File: config.mk
export PLATFORM = sky130hd
export DESIGN_NAME = grey_counter
export DESIGN_NICKNAME = d
export VERILOG_FILES = /design/src/rtl/binary_to_grey.sv /design/src/rtl/grey_counter.sv
export SDC_FILE = /design/constraint.sdc
export NUM_CORES = 1
export LEC_CHECK = 0
export CAP_MARGIN = 10
export CORE_AREA = 2 2 39 41
export CTS_CLUSTER_DIAMETER = 30
export DETAILED_ROUTE_END_ITERATION = 8
export DIE_AREA = 0 0 41 43
export PLACE_DENSITY_LB_ADDON = 0.1
export SLEW_MARGIN = 10
export SYNTH_ARGS = -nofsm -noshare
export SYNTH_HDL_FRONTEND = slang
export SYNTH_SLANG_ARGS = --single-unit
File: constraint.sdc
create_clock -name clock -period 2.1 [get_ports clock]
set_input_delay 0.42 -clock clock [delete_from_list [all_inputs] [get_ports clock]]
set_output_delay 0.42 -clock clock [all_outputs]
set_load 0.01 [all_outputs]
File: src/rtl/binary_to_grey.sv
// Combinational binary to Gray-code encoder; inverse of grey_to_binary.
module binary_to_grey #(
  parameter int unsigned WIDTH = 4
) (
  input  logic [WIDTH-1:0] binary,
  output logic [WIDTH-1:0] grey
);

  assign grey = binary ^ (binary >> 1);

endmodule

File: src/rtl/grey_counter.sv
// Up/down counter with registered binary and Gray-coded outputs plus a wrap pulse.
// The Gray register is fed from Gray(next_binary) so count_grey is a bare flop output.
module grey_counter #(
  parameter int unsigned WIDTH       = 4,
  parameter int unsigned RESET_VALUE = 0
) (
  input  logic             clock,
  input  logic             resetn,
  input  logic             enable,
  input  logic             direction,
  input  logic             load_enable,
  input  logic [WIDTH-1:0] load_value,
  input  logic             clear,
  output logic [WIDTH-1:0] count_binary,
  output logic [WIDTH-1:0] count_grey,
  output logic             wrap
);

  localparam logic DIRECTION_UP   = 1'b0;
  localparam logic DIRECTION_DOWN = 1'b1;

  localparam logic [WIDTH-1:0] RESET_BIN  = RESET_VALUE[WIDTH-1:0];
  localparam logic [WIDTH-1:0] RESET_GREY = RESET_BIN ^ (RESET_BIN >> 1);

  logic [WIDTH-1:0] next_binary;
  logic [WIDTH-1:0] next_grey;
  logic             next_wrap;

  // Priority: clear > load > step > hold.
  always_comb begin
    next_binary = count_binary;
    next_wrap   = 1'b0;
    if (clear) begin
      next_binary = '0;
    end else if (load_enable) begin
      next_binary = load_value;
    end else if (enable) begin
      case (direction)
        DIRECTION_UP: begin
          next_binary = count_binary + 1'b1;
          next_wrap   = &count_binary;
        end
        DIRECTION_DOWN: begin
          next_binary = count_binary - 1'b1;
          next_wrap   = (count_binary == '0);
        end
      endcase
    end
  end

  binary_to_grey #(
    .WIDTH(WIDTH)
  ) u_encode (
    .binary(next_binary),
    .grey  (next_grey)
  );

  always_ff @(posedge clock or negedge resetn) begin
    if (!resetn) begin
      count_binary <= RESET_BIN;
      count_grey   <= RESET_GREY;
      wrap         <= 1'b0;
    end else begin
      count_binary <= next_binary;
      count_grey   <= next_grey;
      wrap         <= next_wrap;
    end
  end

endmodule

## Word level (Yosys, flattened, before mapping)

Index checks and enable logic that the tools add are counted.

- Reduce and logical (&&, ||, !) cells: 2
- Mux-type cells: 8
- Add/sub/neg operators: 2
- Bitwise logic cells: 2

Operator list:

| operator | count |
|---|---|
| $mux W4 | 3 |
| $pmux W4 S2 | 1 |
| $add A4 B1 Y4 const B | 1 |
| $logic_not A4 Y1 | 1 |
| $reduce_and A4 Y1 | 1 |
| $sub A4 B1 Y4 const B | 1 |
| $xor A4 B3 Y4 | 1 |
| $mux W1 | 3 |
| $pmux W1 S2 | 1 |
| $not A1 Y1 | 1 |

- Register bits after elaboration: 9
- Logic and storage cells: 17
- Output and inout port bits: 9
- Input bits: 10

## Depth between registers and ports, before layout

Gate-level depths: netlist of run 1.

- Word-level depth: 6
- Mapped depth: 5
- Gate-level depth less buffers: 5

## By module

Synthesis of run 1 repeated with hierarchy kept, for this count alone.

- Cell total of the unflattened synthesis: 46
- Area, all modules: 473.0 um^2

By module, submodules not included:

| module | area an instance (um^2) | times used | cells an instance | seq. area each (um^2) |
|---|---|---|---|---|
| grey_counter | 439.2 | 1 | 42 | 225.2 |
| binary_to_grey | 33.8 | 1 | 4 | 0.0 |

## Worst setup path before layout of run 1

Ideal clock, no wire load.

- Path type: flip-flop to flip-flop
- From: reg count_binary[0]
- To: reg count_grey[0]
- Library setup time: 130 ps
- Slack: 405 ps
- Stages on the path, launching flop included: 6
- Path buffers: 0
- Period minus slack after synthesis: 1695 ps
- Arrival time: 1565 ps
- Required time: 1970 ps
- Path through: dfrtp_1 -> fa_1 -> mux2_1 -> mux2i_1 -> nor2_1 -> xor2_1

- Cells in the longest elaborated chain, start to end: 6
- Elaborated cells on any way between the ends: 7
- Classes of those cells: add/sub: 2; mux: 4; bitwise: 1

RTL lines:

| item | line | text |
|---|---|---|
| start, declared | grey_counter.sv:14 | `output logic [WIDTH-1:0] count_binary,` |
| start signal, assigned | grey_counter.sv:64 | `count_binary <= next_binary;` |
| $sub A4 B1 Y4 / $add A4 B1 Y4 (equally long branches) | grey_counter.sv:44, grey_counter.sv:40 |  |
| $pmux W4 S2 * | grey_counter.sv:38 | `case (direction)` |
| $mux W4 * | grey_counter.sv:37 | `end else if (enable) begin` |
| $mux W4 * | grey_counter.sv:35 | `end else if (load_enable) begin` |
| $mux W4 * | grey_counter.sv:33 | `if (clear) begin` |
| named net next_binary[1] | grey_counter.sv:25 | `logic [WIDTH-1:0] next_binary;` |
| $xor A4 B3 Y4 * | binary_to_grey.sv:9 | `assign grey = binary ^ (binary >> 1);` |
| named net next_grey[0] | grey_counter.sv:26 | `logic [WIDTH-1:0] next_grey;` |
| end signal, assigned | grey_counter.sv:65 | `count_grey <= next_grey;` |
| end, declared | grey_counter.sv:15 | `output logic [WIDTH-1:0] count_grey,` |

Mark *: on every way through the listed nets, which the timed path passes. The rest lies on a longest branch.

## Worst setup path after layout of run 1

- From: in direction
- To: reg count_grey[0]

- Cells in the longest elaborated chain, start to end: 6

RTL lines:

| item | line | text |
|---|---|---|
| start, declared | grey_counter.sv:10 | `input logic direction,` |
| $not A1 Y1 | grey_counter.sv:38 |  |
| $pmux W4 S2 * | grey_counter.sv:38 |  |
| $mux W4 * | grey_counter.sv:37 |  |
| $mux W4 * | grey_counter.sv:35 |  |
| $mux W4 * | grey_counter.sv:33 |  |
| named net next_binary[1] | grey_counter.sv:25 |  |
| $xor A4 B3 Y4 * | binary_to_grey.sv:9 |  |
| named net next_grey[0] | grey_counter.sv:26 |  |

Marks and branches as above.

==> out/metrics.yaml, run 1 <==
num_antenna_cells: 0
max-slew-margin-rel: 0.778
clkLatencyLatePin_ns: 0.25
drc: 0
setup_violations: 0
final_cell_mix: "clkdlybuf4s50_1, dfrtp_1, buf_4"
clk_pin_slew_ns: 0.05
postSynthCellCount: 48
synth_top_family_by_area: "simple AND/OR/NAND/NOR gates"
syn-num-nets: 61
postCtsResizedCells: 0
critPathBufInv: 1
fmax_ghz: 0.493
hold_slack_ns: 0.438
use_met2: 0.234
critPathMaxStageDelay_ns: 0.50
routed_via_density: 5.01
drive_gt1_frac: 0.189
h-tree-depth: 1
grt_use_met3: 0.0157
cp.arrival_ns: 2.15
drt_wl_total_um: 1070
rsz0062_at_grt: "no"
synth_seq_area_share: 0.381
portBuffers: 18
rows: 14
cts_made_buffers: 3
drv_cap: 0
core_area_mm2: 0.00138
final_common_cell: "clkdlybuf4s50_1"
antenna_found_initial: 0
dpl.hpwl_um: 904
cts_sinks: 8
cts_tree: "built"
track_usage: 0.155
cts_buffer_depth: 2
endpoint_kind: "flop"
period_share: 0.965
drt-initial-drc-count: 1
synthSimpleGateAreaFrac: 0.205
via_count: 451
synth-compound-area-share: 0.131
drt_pass1_iterations: 2
hold_buffers: 0
cp_data_required_time_ns: 2.22
status: "finished clean"
num_io_pins: 19
r2r_start: "count_binary[1]$_DFF_PN0_"
place_area_um2: 762
crit_type: "input pin to flop"
crit_start: "direction"
die_h_um: 43
path_max_fanout: 4
worstPathCellList: "clkdlybuf4s50_1 -> fa_1 -> mux2_1 -> mux2i_1 -> nor2_1 -> xor2_1"
grt_overflow_total: 0
crit_family: "buffers and inverters"
grt_max_degree: 10
grt.met1_usage: 0.211
finalCriticalPeriod_ns: 2.03
synth.top_cell.area_share: 0.381
hold_viol_final: 0
yosysTopAreaCell: "dfrtp_1"
clock-skew-final_ns: 0.000510
worst_path_max_delay_cell: "clkdlybuf4s50_1"
grt_pass1_wl_um: 1830
synth_xor_area_frac: 0.0667
design_area_um2: 785
ant_nets: 0
yosys_register_bits: 8
worst_hold_path_type: "input pin to asynchronous set/reset pin"
ir_drop_uv: 393
grt_pass1_vias: 420
yosys-top-cells-area: "dfrtp_1, mux2i_1, ha_1"
p_per_area_mw_per_mm2: 577
start_util: 0.380
routabilityCongestion: 0.652
yosysUniqueCellTypes: 30
syn-cell-area_um2: 526
leakage_nw: 0.351
die_w_um: 41
yosys_warnings: 0
syn_to_final_growth_pct: 49.3
start_kind: "input pin"
cts_root_buf: "clkbuf_4"
syn_avg_cell_area_um2: 10.9
die_area_mm2: 0.00176
tightest_slew_ns: 0.331
slew_violations: 0
fin_nets: 89
grt_most_used_layer: "met2"
synthMuxAreaShare: 0.0786
cts_setup_buffers: 0
wire_per_inst_um: 11.9
yosys.area_share.adder: 0.0857
area by class of cell:
class	instances	area [µm²]
fill	132	599
multi-input combinational	36	298
timing repair buffer	26	240
sequential	8	200
clock buffer	3	22.5
tap	16	20.0
inverter	1	3.75
worst register-to-register path: stages, from the launching register on:
cell and delay [ns]:
dfrtp_1 0.45, fa_1 0.45, mux2_1 0.30, mux2i_1 0.15
nor2_1 0.11, xor2_1 0.17
where the power goes:
part           internal, mW  switching [mW]
Clock                0.0650          0.0465
Combinational        0.0936          0.0640
Sequential            0.170          0.0130
Total                 0.329           0.123
per-stage QoR:
stage / total power [mW] / worst slack (ns) / setup TNS [ns] / cells / utilization
global route: 0.486 / 0.00369 / 0 / 90 / 0.567
finish: 0.452 / 0.0734 / 0 / 90 / 0.567
global placement: 0.345 / -0.195 / -0.648 / 87 / 0.551
floorplan: 0.260 / 0.405 / 0 / 48 / -
detailed placement: 0.345 / -0.202 / -0.594 / 87 / 0.551
CTS: 0.460 / 0.0520 / 0 / 90 / 0.567
synthesized netlist by cell type:
master and count:
a211oi_1 1, or4b_4 1, nor3_1 1, or3_1 1, a21o_1 1, a22oi_2 1
xnor2_1 2, a221oi_2 1, or3b_1 1, nor2_1 6, o21bai_1 1, nand4_1 1
mux2_1 1, xor2_1 2, dfrtp_1 8, mux2i_1 3, nand3_1 1, buf_4 1
a21oi_1 2, nand3b_1 1, ha_1 2, buf_6 1, a22o_1 1, nor4b_1 1
and2_1 1, nand4bb_1 1, fa_1 1, nor4_1 1, inv_1 1, buf_2 1
logic make-up (layout without fill, tap and decap cells):
| group | after synthesis | in the layout |
|---|---|---|
| AO/OA/AOI/OAI | 8 | 8 |
| XOR/XNOR | 4 | 4 |
| flip-flops | 8 | 8 |
| multiplexers | 4 | 4 |
| adder cells (fa/ha/maj) | 3 | 3 |
| AND/OR/NAND/NOR | 17 | 17 |
| buffers and inverters | 4 | 30 |
state kept, by name, indices dropped and copies added (netlist names):
signal,count
count_binary,4
count_grey,3
wrap,1
routing by layer:
layer  share of wire  vias to the layer above
met5               0                        -
met3           0.028                        2
li1                -                      227
met1            0.45                      213
met2            0.50                        9
met4           0.017                        0
path summary, 6_finish.rpt:
check	cells after the start	slack (ns)	endpoint
setup / recovery	6	0.07	count_grey[0]$_DFF_PN0_
max in group asynchronous	1	1.42	count_binary[3]$_DFF_PN0_
min in group clock	3	0.73	wrap$_DFF_PN0_
hold / removal	1	0.44	count_binary[1]$_DFF_PN0_
hold reg to reg	3	0.73	wrap$_DFF_PN0_
setup reg to reg	5	0.35	count_grey[0]$_DFF_PN0_
Note: power is estimated with default switching activity, not from simulation.
==> inputs of run 2 (changes only) <==
--- a/config.mk
+++ b/config.mk
@@ -5,6 +5,7 @@
 export SDC_FILE = /design/constraint.sdc
 export NUM_CORES = 1
 export LEC_CHECK = 0
+export ABC_AREA = 1
 export CAP_MARGIN = 10
 export CORE_AREA = 2 2 39 41
 export CTS_CLUSTER_DIAMETER = 30
==> constraint.sdc (replaced) <==
create_clock -name clock -period 2.4 [get_ports clock]
set_input_delay 0.48 -clock clock [delete_from_list [all_inputs] [get_ports clock]]
set_output_delay 0.48 -clock clock [all_outputs]
set_load 0.01 [all_outputs]
==> run 2 against run 1 <==
Net effect:
- sequential power decreased by 12%
- flip-flop and latch count unchanged
- die area unchanged
- worst setup slack improved by 0.45 ns
- wire length decreased by 9.4%
- clock power decreased by 14%
==> out/metrics.yaml, run 2 <==
status: "finished clean"
grt_max_degree: 9
postCtsResizedCells: 0
finalPower_mw: 0.372
num_antenna_cells: 0
internal_power_mw: 0.269
start_util: 0.366
p_per_area_mw_per_mm2: 515
grt_pass1_wl_um: 1790
dpl.hpwl_um: 811
cts_setup_buffers: 0
yosys-top-cells-area: "dfrtp_1, nand2_1, inv_1"
h-tree-depth: 1
worst_hold_path_type: "input pin to asynchronous set/reset pin"
die_w_um: 41
rows: 14
finish.utilization: 0.522
setup_tns_ns: 0
syn-cell-area_um2: 507
routed_via_density: 4.43
synth-main-ff-cell: "dfrtp_1"
final_common_cell: "clkdlybuf4s50_1"
slew_violations: 0
async_flop_share: 1.00
drt_pass1_iterations: 4
ir_drop_uv: 260
power.share.combinational: 0.310
yosys_register_bits: 8
cts_root_buf: "clkbuf_4"
switching_share: 0.277
yosysTopAreaCell: "dfrtp_1"
crit_type: "input pin to flop"
rsz0062_at_grt: "no"
cts_sinks: 8
tightest_slew_ns: 0.347
final_cell_mix: "clkdlybuf4s50_1, nand2_1, inv_1"
power.switching_mw: 0.103
drive_gt1_frac: 0.0814
pwr-share-clk: 0.257
yosysMostFrequentCell: "nand2_1"
path_max_fanout: 5
grt_overflow_total: 0
track_usage: 0.157
cts_buffer_depth: 2
routabilityCongestion: 0.732
seqPwrFrac: 0.433
drt-initial-drc-count: 7
max-slew-margin-rel: 0.768
hold_slack_ns: 0.505
clk_pin_slew_ns: 0.05
start_kind: "input pin"
synthTopCellsByCount: "nand2_1, inv_1, dfrtp_1, nand3_1, nor2_1"
drv_cap: 0
fmax_ghz: 0.534
grt_pass1_vias: 428
worstPathCellList: "clkdlybuf4s50_1 -> fa_1 -> nand2_1 -> nand3_1 -> nand3_2 -> xor2_1"
critPathBufInv: 1
yosysUniqueCellTypes: 20
period_share: 0.781
clock-skew-final_ns: 0.00402
cp.arrival_ns: 2.00
leakage_nw: 0.369
endpoint_kind: "flop"
syn-num-nets: 79
clkLatencyLatePin_ns: 0.25
drc: 0
cts_made_buffers: 3
synth.top_cell.area_share: 0.395
synth_edf_count: 0
core_area_mm2: 0.00138
cts_tree: "built"
wire_per_inst_um: 9.54
fin_nets: 101
yosys_warnings: 0
syn_to_final_growth_pct: 42.5
finalCriticalPeriod_ns: 1.87
syn_avg_cell_area_um2: 7.68
synth_seq_area_share: 0.395
portBuffers: 18
crit_family: "adder cells"
largest_reg_flops: 4
ant_nets: 0
setup_violations: 0
worst_path_max_delay_cell: "fa_1"
cp_data_required_time_ns: 2.53
hold_buffers: 0
num_io_pins: 19
hold_viol_final: 0
reg_top3: "count_binary x4, count_grey x3, wrap x1"
die_area_mm2: 0.00176
top_register: "count_binary"
drt_wl_total_um: 973
antenna_found_initial: 0
via_count: 452
critPathMaxStageDelay_ns: 0.58
die_h_um: 43
postSynthCellCount: 66
[run 2: worst paths after layout]
check,from,to,slack (ns),cells after the start
setup / recovery,direction,count_grey[1]$_DFF_PN0_,0.53,6
hold / removal,resetn,count_binary[3]$_DFF_PN0_,0.50,1
setup reg to reg,count_binary[0]$_DFF_PN0_,count_grey[1]$_DFF_PN0_,0.84,5
hold reg to reg,count_binary[2]$_DFF_PN0_,wrap$_DFF_PN0_,0.69,4
max in group asynchronous,resetn,count_binary[1]$_DFF_PN0_,1.64,1
min in group clock,count_binary[2]$_DFF_PN0_,wrap$_DFF_PN0_,0.69,4
[run 2: power by group through the flow]
stage	Combinational, mW	Clock [mW]	Sequential (mW)
3_5_place_dp	0.117	0	0.163
5_1_grt	0.132	0.118	0.163
6_report	0.115	0.0955	0.161
4_1_cts	0.118	0.102	0.161
2_1_floorplan	0.0534	0	0.168
3_3_place_gp	0.117	0	0.164
[run 2: logic make-up after synthesis]
| kind of cell | share of synthesized area |
|---|---|
| and+or+nand+nor | 0.301 |
| AOI/OAI and AO/OA | 0.0592 |
| DFF | 0.395 |
| xor gates and xnor gates | 0.0519 |
| adders and majority gates | 0.0889 |
| buffers and inverters | 0.104 |
[run 2: worst reg2reg max path, cell delays in order (launching register included)]
cell	delay, ns
dfrtp_1	0.46
fa_1	0.55
nand2_1	0.06
nand3_1	0.10
nand3_2	0.10
xor2_1	0.18
[run 2: stage by stage]
step | worst slack [ns] | area, µm² | std cells
6_report | 0.526 | 722 | 102
5_1_grt | 0.449 | 722 | 102
4_1_cts | 0.522 | 722 | 102
3_5_place_dp | 0.280 | 699 | 99
3_3_place_gp | 0.260 | 699 | 99
2_1_floorplan | 0.904 | 507 | 66
[run 2: cell type report]
class / count / area (µm²)
inverters: 12 / 45.0
clock buffers: 3 / 22.5
well taps: 16 / 20.0
fillers: 135 / 662
flip-flops and latches: 8 / 200
repair buffers: 18 / 180
multi-input cells: 45 / 254
[run 2: layer usage]
layer  up-vias  track usage  part of all wire
met4         0       0.0400                 0
li1        247            -                 -
met3         0       0.0942             0.059
met1       190        0.203              0.46
met2        15        0.219              0.48
met5         -            0                 0
